## src/rtl/intensity_window_ctrl_if.sv

```systemverilog
// Pixel read port between the window sequencer and the frame SRAM controller.
// The master issues req/addr and holds them until ack returns with read data.
interface intensity_window_ctrl_if #(
    parameter int ADDR_W = 19
);
    logic              pixel_req;
    logic [ADDR_W-1:0] pixel_addr;
    logic              pixel_ack;
    logic [23:0]       pixel_rdata;

    modport master (
        output pixel_req,
        output pixel_addr,
        input  pixel_ack,
        input  pixel_rdata
    );

    modport slave (
        input  pixel_req,
        input  pixel_addr,
        output pixel_ack,
        output pixel_rdata
    );
endinterface

```

## src/rtl/intensity_window_ctrl.sv

```systemverilog
// 3x3 window sequencer feeding the intensity and edge-detect blocks.
// Define SLIDE_REUSE_EN to reuse two window columns when stepping along a row.
module intensity_window_ctrl #(
    parameter int IMG_WIDTH   = 640,
    parameter int IMG_HEIGHT  = 480,
    parameter int ADDR_W      = 19,
    parameter int INT_LATENCY = 1
) (
    input  logic                    clk,
    input  logic                    n_rst,
    input  logic                    start,
    intensity_window_ctrl_if.master mem,
    output logic [215:0]            pixelData,
    output logic                    intensity_enable,
    output logic                    edgedetect_enable,
    output logic                    busy,
    output logic                    done
);

    localparam int RW = $clog2(IMG_HEIGHT);
    localparam int CW = $clog2(IMG_WIDTH);
    localparam int LW = $clog2(INT_LATENCY + 1);

    typedef enum logic [2:0] {
        IDLE,
        FETCH,
        INTEN,
        WAIT,
        EDGE,
        ADVANCE,
        DONE
    } state_t;

    state_t          state;
    logic [RW-1:0]   row;
    logic [CW-1:0]   col;
    logic [3:0]      k;
    logic [LW-1:0]   cnt;
    logic [3:0]      k_step;

    function automatic logic [1:0] k_row(input logic [3:0] kk);
        logic [1:0] kr;
        kr = 2'd0;
        unique case (1'b1)
            (kk < 4'd3):                kr = 2'd0;
            (kk >= 4'd3 && kk < 4'd6): kr = 2'd1;
            default:                    kr = 2'd2;
        endcase
        return kr;
    endfunction

    function automatic logic [ADDR_W-1:0] addr_of(
        input logic [RW-1:0] r,
        input logic [CW-1:0] c,
        input logic [3:0]    kk
    );
        logic [1:0]        kr;
        logic [3:0]        kc;
        logic [ADDR_W-1:0] ar;
        logic [ADDR_W-1:0] ac;
        kr = k_row(kk);
        kc = kk - {1'b0, kr, 1'b0} - {2'b00, kr};
        ar = ADDR_W'(r) + ADDR_W'(kr) - ADDR_W'(1);
        ac = ADDR_W'(c) + ADDR_W'(kc) - ADDR_W'(1);
        return ar * ADDR_W'(IMG_WIDTH) + ac;
    endfunction

    function automatic logic [215:0] put_slot(
        input logic [215:0] d,
        input logic [3:0]   kk,
        input logic [23:0]  px
    );
        logic [215:0] s;
        s = d;
        for (int j = 0; j < 9; j++) begin
            if (kk == 4'(j)) s[215-24*j -: 24] = px;
        end
        return s;
    endfunction

`ifdef SLIDE_REUSE_EN
    logic skip;

    // Slide the window one column left; the right column is refetched.
    function automatic logic [215:0] shift_win(input logic [215:0] d);
        logic [215:0] s;
        s = d;
        for (int i = 0; i < 3; i++) begin
            s[215-72*i -: 24] = d[191-72*i -: 24];
            s[191-72*i -: 24] = d[167-72*i -: 24];
        end
        return s;
    endfunction

    assign k_step = skip ? 4'd3 : 4'd1;
`else
    assign k_step = 4'd1;
`endif

    always_ff @(posedge clk or negedge n_rst) begin
        if (!n_rst) begin
            state             <= IDLE;
            row               <= RW'(1);
            col               <= CW'(1);
            k                 <= 4'd0;
            cnt               <= '0;
            mem.pixel_req     <= 1'b0;
            mem.pixel_addr    <= '0;
            pixelData         <= '0;
            intensity_enable  <= 1'b0;
            edgedetect_enable <= 1'b0;
            busy              <= 1'b0;
            done              <= 1'b0;
`ifdef SLIDE_REUSE_EN
            skip              <= 1'b0;
`endif
        end else begin
            intensity_enable  <= 1'b0;
            edgedetect_enable <= 1'b0;
            done              <= 1'b0;
            unique case (state)
                IDLE: begin
                    if (start) begin
                        state          <= FETCH;
                        row            <= RW'(1);
                        col            <= CW'(1);
                        k              <= 4'd0;
                        mem.pixel_req  <= 1'b1;
                        mem.pixel_addr <= addr_of(RW'(1), CW'(1), 4'd0);
                        busy           <= 1'b1;
`ifdef SLIDE_REUSE_EN
                        skip           <= 1'b0;
`endif
                    end
                end
                FETCH: begin
                    if (mem.pixel_ack) begin
                        pixelData <= put_slot(pixelData, k, mem.pixel_rdata);
                        if (k == 4'd8) begin
                            state            <= INTEN;
                            mem.pixel_req    <= 1'b0;
                            intensity_enable <= 1'b1;
                        end else begin
                            k              <= k + k_step;
                            mem.pixel_addr <= addr_of(row, col, k + k_step);
                        end
                    end
                end
                INTEN: begin
                    state <= WAIT;
                    cnt   <= '0;
                end
                WAIT: begin
                    if (cnt == LW'(INT_LATENCY - 1)) begin
                        state             <= EDGE;
                        edgedetect_enable <= 1'b1;
                    end else begin
                        cnt <= cnt + LW'(1);
                    end
                end
                EDGE: begin
                    state <= ADVANCE;
                end
                ADVANCE: begin
                    if (col < CW'(IMG_WIDTH - 2)) begin
                        state         <= FETCH;
                        col           <= col + CW'(1);
                        mem.pixel_req <= 1'b1;
`ifdef SLIDE_REUSE_EN
                        k              <= 4'd2;
                        skip           <= 1'b1;
                        pixelData      <= shift_win(pixelData);
                        mem.pixel_addr <= addr_of(row, col + CW'(1), 4'd2);
`else
                        k              <= 4'd0;
                        mem.pixel_addr <= addr_of(row, col + CW'(1), 4'd0);
`endif
                    end else if (row == RW'(IMG_HEIGHT - 2)) begin
                        state <= DONE;
                        done  <= 1'b1;
                    end else begin
                        state          <= FETCH;
                        row            <= row + RW'(1);
                        col            <= CW'(1);
                        k              <= 4'd0;
                        mem.pixel_req  <= 1'b1;
                        mem.pixel_addr <= addr_of(row + RW'(1), CW'(1), 4'd0);
`ifdef SLIDE_REUSE_EN
                        skip           <= 1'b0;
`endif
                    end
                end
                DONE: begin
                    state <= IDLE;
                    busy  <= 1'b0;
                    row   <= RW'(1);
                    col   <= CW'(1);
                end
                default: begin
                    state <= IDLE;
                end
            endcase
        end
    end

endmodule

```

## src/flat_wrapper.sv

```systemverilog
// flat-port wrapper written by rule: the top's interface ports become plain ports
module intensity_window_ctrl_flat 
#(
    parameter int IMG_WIDTH   = 640,
    parameter int IMG_HEIGHT  = 480,
    parameter int ADDR_W      = 19,
    parameter int INT_LATENCY = 1
)
  (clk, n_rst, start, pixelData, intensity_enable, edgedetect_enable, busy, done, mem_pixel_req, mem_pixel_addr, mem_pixel_ack, mem_pixel_rdata);
  intensity_window_ctrl_if #(.ADDR_W(ADDR_W)) mem_i ();
  input  logic clk;
  input  logic n_rst;
  input  logic start;
  output logic [215:0] pixelData;
  output logic intensity_enable;
  output logic edgedetect_enable;
  output logic busy;
  output logic done;
  output wire logic [$bits(mem_i.pixel_req)-1:0] mem_pixel_req;
  output wire logic [$bits(mem_i.pixel_addr)-1:0] mem_pixel_addr;
  input wire logic [$bits(mem_i.pixel_ack)-1:0] mem_pixel_ack;
  input wire logic [$bits(mem_i.pixel_rdata)-1:0] mem_pixel_rdata;
  assign mem_pixel_req = mem_i.pixel_req;
  assign mem_pixel_addr = mem_i.pixel_addr;
  assign mem_i.pixel_ack = mem_pixel_ack;
  assign mem_i.pixel_rdata = mem_pixel_rdata;
  intensity_window_ctrl #(.IMG_WIDTH(IMG_WIDTH), .IMG_HEIGHT(IMG_HEIGHT), .ADDR_W(ADDR_W), .INT_LATENCY(INT_LATENCY)) u_core (.clk(clk), .n_rst(n_rst), .start(start), .mem(mem_i), .pixelData(pixelData), .intensity_enable(intensity_enable), .edgedetect_enable(edgedetect_enable), .busy(busy), .done(done));
endmodule
```

## config.mk

```make
export PLATFORM = sky130hd
export DESIGN_NAME = intensity_window_ctrl_flat
export DESIGN_NICKNAME = d
export VERILOG_FILES = /design/src/rtl/intensity_window_ctrl_if.sv /design/src/rtl/intensity_window_ctrl.sv /design/src/flat_wrapper.sv
export SDC_FILE = /design/constraint.sdc
export NUM_CORES = 1
export LEC_CHECK = 0
export CAP_MARGIN = 5
export CORE_MARGIN = 5
export CORE_UTILIZATION = 58
export DETAILED_ROUTE_END_ITERATION = 16
export GPL_ROUTABILITY_DRIVEN = 1
export GPL_TIMING_DRIVEN = 0
export PLACE_DENSITY_LB_ADDON = 0.2
export RECOVER_POWER = 100
export SLEW_MARGIN = 5
export SYNTH_ARGS = -nofsm -noshare
export SYNTH_HDL_FRONTEND = slang
export SYNTH_SLANG_ARGS = --single-unit
```

## constraint.sdc

```tcl
create_clock -name clk -period 8.75 [get_ports clk]
set_input_delay 1.75 -clock clk [delete_from_list [all_inputs] [get_ports clk]]
set_output_delay 1.75 -clock clk [all_outputs]
set_load 0.02 [all_outputs]
```

* Word level (Yosys, flattened, before mapping)
Cells that the tools add are included.
W data, S select, Z words.
** Storage, ports and cells
- Register bits :: 267
- Output and inout bits :: 240
- Input port bits :: 28
- Word-level logic and storage cells :: 150
** Cells by class
- Add/sub/neg operators :: 25
- Multiplexer cells :: 53
- Reduce and logical (&&, ||, !) cells :: 22
- $mul :: 3
- Magnitude comparators :: 4
- Eq/ne operators :: 23
** Operator list (number)
- $sub A19 B1 Y19 const B :: 6
- $mux W19 :: 5
- $add A19 B19 Y19 :: 3
- $mul A19 B3 Y12 const B :: 3
- $pmux W19 S3 :: 1
- $add A9 B2 Y10 :: 3
- $mux W10 :: 3
- $pmux W10 S3 :: 1
- $reduce_and A3 Y1 :: 10
- $mux W9 :: 3
- $pmux W9 S3 :: 1
- $add A10 B4 Y11 :: 2
- $mux W4 :: 5
- $mux W3 :: 6
- $pmux W3 S6 :: 1
- $eq A4 B3 Y1 const B :: 4
- $mux W2 :: 8
- $mux W1 :: 14
- $ne A2 B2 Y1 const B :: 6
- $pmux W4 S3 :: 1
- $sub A4 B2 Y4 :: 3
- $add A10 B1 Y10 const B :: 1
- $lt A10 B10 Y1 const B :: 1
- $reduce_and A5 Y1 :: 2
- other kinds (28) :: 37

* Depth between registers and ports, before layout
- Word-level depth :: 15
- Depth in mapped cells :: 29
- Gate-level depth less buffers :: 29

* Least setup slack after synthesis
Ideal clock, no wire load.
- Path kind :: register to register
- Start :: register u_core.k[0]
- End :: register u_core.mem.pixel_addr[18]
- Setup time :: 121 ps
- Setup slack :: 3140 ps
- Data required time :: 8629 ps
- Period minus slack after synthesis :: 5610 ps
- Arrival :: 5489 ps
- Stages on the path, launching flop included :: 27
- Path buffers :: 0
- Cell sequence :: dfrtp_1 > ha_1 > xor2_1 > nor3b_1 > nor2_1 > ha_1 > fa_1 > inv_1 > ha_1 > mux2i_1 > o21ai_0 > xor2_1 > ha_1 > ha_1 > a21oi_1 > nor2b_1 > o31ai_1 > nor2b_1 > xnor2_1 > inv_1 > ha_1 > a21o_1 > a41oi_1 > o21ai_0 > xor2_1 > o221ai_2 > a22o_1
** Between the ends
- Word-level cells in the longest chain between the ends :: 15
- Elaborated cells between the ends (all ways) :: 23
- Classes of those cells :: add/sub (8); mul (1); order compare (3); eq/ne (2); mux (7); reduce/logical (2)
** Ends and longest elaborated chain
- from (decl) :: line intensity_window_ctrl.sv:37 : logic [3:0] k;
- from (signal assigned) :: line intensity_window_ctrl.sv:144 : k <= k + k_step;
- branches (longest 15 deep; another with $sub A19 B1 Y19)
- to (signal assigned) :: line intensity_window_ctrl.sv:129 : mem.pixel_addr <= addr_of(RW'(1), CW'(1), 4'd0);
- to (signal assigned) :: line intensity_window_ctrl.sv:145 : mem.pixel_addr <= addr_of(row, col, k + k_step);
- to (signal assigned) :: line intensity_window_ctrl.sv:176 : mem.pixel_addr <= addr_of(row, col + CW'(1), 4'd0);
- to (decl) :: line intensity_window_ctrl_if.sv:13 : output pixel_addr,
Several ways; the timed one is not identified. The select of a mux whose other input is x is not followed.
A chain may end at the register's enable or synchronous reset.

* Worst setup path in the final report
Ends and elaborated chain as after synthesis.

==> results.sh <==
export IMPL_outcome="finished with violations"
export IMPL_violations="capacitance limit, slew limit"
export IMPL_cp_common_cell="ha_1"
export IMPL_r2r_end="u_core.mem.pixel_addr[18]$_DFFE_PN0P_"
export IMPL_dp_hpwl_um=31800
export IMPL_reg2reg_slack_ns=1.49
export IMPL_grt_max_degree=120
export IMPL_ant_nets=0
export IMPL_cap_viol_max_count=2
export IMPL_synth_cells=1415
export IMPL_nets=1859
export IMPL_syn_nets=1560
export IMPL_slew_violations=150
export IMPL_finalSetupViolations=0
export IMPL_yosysSeqAreaShare=0.445
export IMPL_avgSynthCellArea_um2=10.6
export IMPL_drtPass1Iterations=5
export IMPL_crit_path_end_kind="register"
export IMPL_cts_resized_gates=0
export IMPL_wl_um=42900
export IMPL_cts_path_max_buffers=3
export IMPL_required_ns=9.20
export IMPL_fmax_mhz=138
export IMPL_hold_class="reg -> reg"
export IMPL_hold_end="u_core.pixelData[12]$_DFFE_PN0P_"
export IMPL_yosys_top_cells_area="dfrtp_1 44%, mux2_2 15%, ha_1 9.1%, nand2_1 4.2%, xnor2_1 3.5%"
export IMPL_cp_data_arrival_time_ns=7.70
export IMPL_num_vias=11900
export IMPL_syn_area_um2=15000
export IMPL_ys_ff_latch=266
export IMPL_cts_root_buf="clkbuf_16"
export IMPL_cts_buffers_inserted=28
export IMPL_track_usage=0.292
export IMPL_fp_row_count=58
export IMPL_async_reset_ff_frac=1.00
export IMPL_synth_distinct_cells=61
export IMPL_instances_no_fill=2064
export IMPL_synthDominantCellAreaShare=0.441
export IMPL_avgViaCountPerCell=5.77
export IMPL_drc=0
export IMPL_area_growth_pct=26.8
export IMPL_synth_flop_cell="dfrtp_1"
export IMPL_grt_pass1_vias=12100
export IMPL_finalClockSkew_ns=0.0174
export IMPL_placed_cells=2014
export IMPL_relSlewSlack=-1.27
export IMPL_die_h_um=171
export IMPL_clk_pin_slew_worst_paths_ns=0.06
export IMPL_synth_top_area_cell="dfrtp_1"
export IMPL_path_class="reg -> reg"
export IMPL_die_area_um2=29100
export IMPL_die_width_um=171
export IMPL_htree_levels=1
export IMPL_start_kind="register"
export IMPL_ios=268
export IMPL_hold_viol=0
export IMPL_rsz0062_at_grt="no"
export IMPL_crit_fanout=6
export IMPL_postCtsSetupBuffers=0
export IMPL_coreArea_um2=25300
export IMPL_final_layout_size_suffix_gt1_frac=0.142
export IMPL_fin_area_um2=19000
export IMPL_worstRegToRegCells=28
export IMPL_detailed_place_area_um2=18100
export IMPL_hp_start="u_core.pixelData[12]$_DFFE_PN0P_"
export IMPL_overflow=0
export IMPL_min_period_ns=7.26
export IMPL_grt_pass1_wl_um=67300
export IMPL_tightestPinTransition_ns=3.40
export IMPL_initial_core_util=0.591
export IMPL_gp_congestion=0.908
export IMPL_synth_edf_count=0
export IMPL_period_share=0.829
export IMPL_slowest_stage="a311oi_1"
export IMPL_tritoncts="built"
export IMPL_cts_hold_fix_buffers=0
export IMPL_hold_depth=2
export IMPL_port_buffers=267
export IMPL_wire_per_inst_um=20.8
export IMPL_clock_sinks=266
export IMPL_ys_warn_count=0
export IMPL_antenna_found_initial=2
export IMPL_drtIter0Drc=858
export IMPL_clk_latency_ns=0.57
export IMPL_critPathMaxStageDelay_ns=0.52
export IMPL_reg2reg_from="u_core.k[0]$_DFFE_PN0P_"
[routing by layer]
layer | routed length, um | up-vias | GRT usage
met4 | 1770 | 2 | 0.0969
met2 | 20400 | 444 | 0.487
li1 | - | 5511 | -
met5 | 7 | - | 0
met3 | 3520 | 101 | 0.0659
met1 | 17200 | 5849 | 0.379
[synth_stat cells (5+ instances only)]
cell,n
ha_1,109
nor2_1,75
o21a_1,7
nor2b_1,17
mux2_2,195
nand3_1,23
o31ai_1,20
dfrtp_1,264
xor2_1,35
o21ai_0,75
nand2_1,169
mux2i_1,6
a22oi_1,5
inv_1,87
a211oi_1,6
a21o_1,8
o41ai_1,6
o211ai_1,6
or3_1,9
and2_1,13
fa_1,8
a31oi_1,6
nor3_1,22
a21oi_1,54
clkbuf_1,42
xnor2_1,60
o21bai_1,5
buf_2,12
nand2b_1,14
[final cells by class]
cell class	instances	area, um^2
Buffer	57	219
Clock buffer	43	827
Multi-Input combinational cell	1004	7730
Tap cell	330	413
Inverter	88	330
Antenna cell	1	2.50
Clock inverter	6	91.3
Fill cell	1783	6350
Timing Repair Buffer	269	2700
Sequential cell	266	6660
[worst max-delay path by stage]
stage	startpoint	end	depth (start not counted)
after detailed placement	u_core.k[0]$_DFFE_PN0P_	u_core.mem.pixel_addr[18]$_DFFE_PN0P_	28
after CTS	u_core.k[0]$_DFFE_PN0P_	u_core.mem.pixel_addr[18]$_DFFE_PN0P_	28
after global routing	u_core.k[0]$_DFFE_PN0P_	u_core.mem.pixel_addr[18]$_DFFE_PN0P_	28
after floorplan	u_core.k[0]$_DFFE_PN0P_	u_core.mem.pixel_addr[18]$_DFFE_PN0P_	26
after global placement	n_rst	u_core.pixelData[130]$_DFFE_PN0P_	1
final	u_core.k[0]$_DFFE_PN0P_	u_core.mem.pixel_addr[18]$_DFFE_PN0P_	28
[placed cells by master, fill, tap and decap left out, types with 5 or more instances in the layout]
master	count
a31oi_1	6
nor2_1	75
nand2b_1	14
clkbuf_8	7
and2_1	8
inv_1	88
dfrtp_1	264
ha_1	109
xor2_1	35
nor2b_1	17
mux2_2	191
a21o_1	8
clkbuf_1	59
or3_1	9
clkbuf_16	28
dlygate4sd3_1	242
o21a_1	7
a22oi_1	5
o211ai_1	6
o31ai_1	20
nand3_1	23
o21ai_0	76
mux2i_1	6
a21oi_1	54
clkdlybuf4s50_1	24
nor3_1	22
fa_1	8
xnor2_1	60
o21bai_1	5
a211oi_1	6
o41ai_1	6
and2_0	5
nand2_1	169
[kinds of logic (layout without fill, tap and decap cells)]
logic type / Yosys count / count (layout) / share of synthesized area
other: 1 / 2 / 0.000251
DFF: 266 / 266 / 0.445
muxes: 201 / 201 / 0.151
buffers and inverters: 145 / 463 / 0.0374
xor gates and xnor gates: 98 / 98 / 0.0601
adders and majority gates: 117 / 117 / 0.102
and+or+nand+nor: 365 / 365 / 0.111
AOI/OAI and AO/OA: 222 / 222 / 0.0933
[registers in the layout, indices dropped and copies added, names as in the netlist, 3 cells and up]
name                   cells
u_core.col                10
u_core.k                   4
u_core.pixelData         216
u_core.state               3
u_core.mem.pixel_addr     19
u_core.row                 9
[through the flow]
stage	util	hold WS, ns	setup WS, ns	TNS, ns
floorplan	-	0.520	3.14	0
global placement	0.713	0.459	-5.58	-1470.79
detailed placement	0.715	0.463	1.94	0
CTS	0.751	0.478	1.91	0
global route	0.749	0.501	1.02	0
finish	0.749	0.470	1.49	0
[critical path, delay by kind of cell (launching register included)]
kind                       cells  cell delay [ns]
AOI/OAI and AO/OA              7             1.93
xor gates and xnor gates       4             1.09
adders and majority gates      6             1.79
buffers and inverters          2             0.34
DFF                            1             0.44
and+or+nand+nor                9             1.56
Power is not shown: default switching activity piles up to over one toggle a cycle in this logic, so the estimate is an artifact.
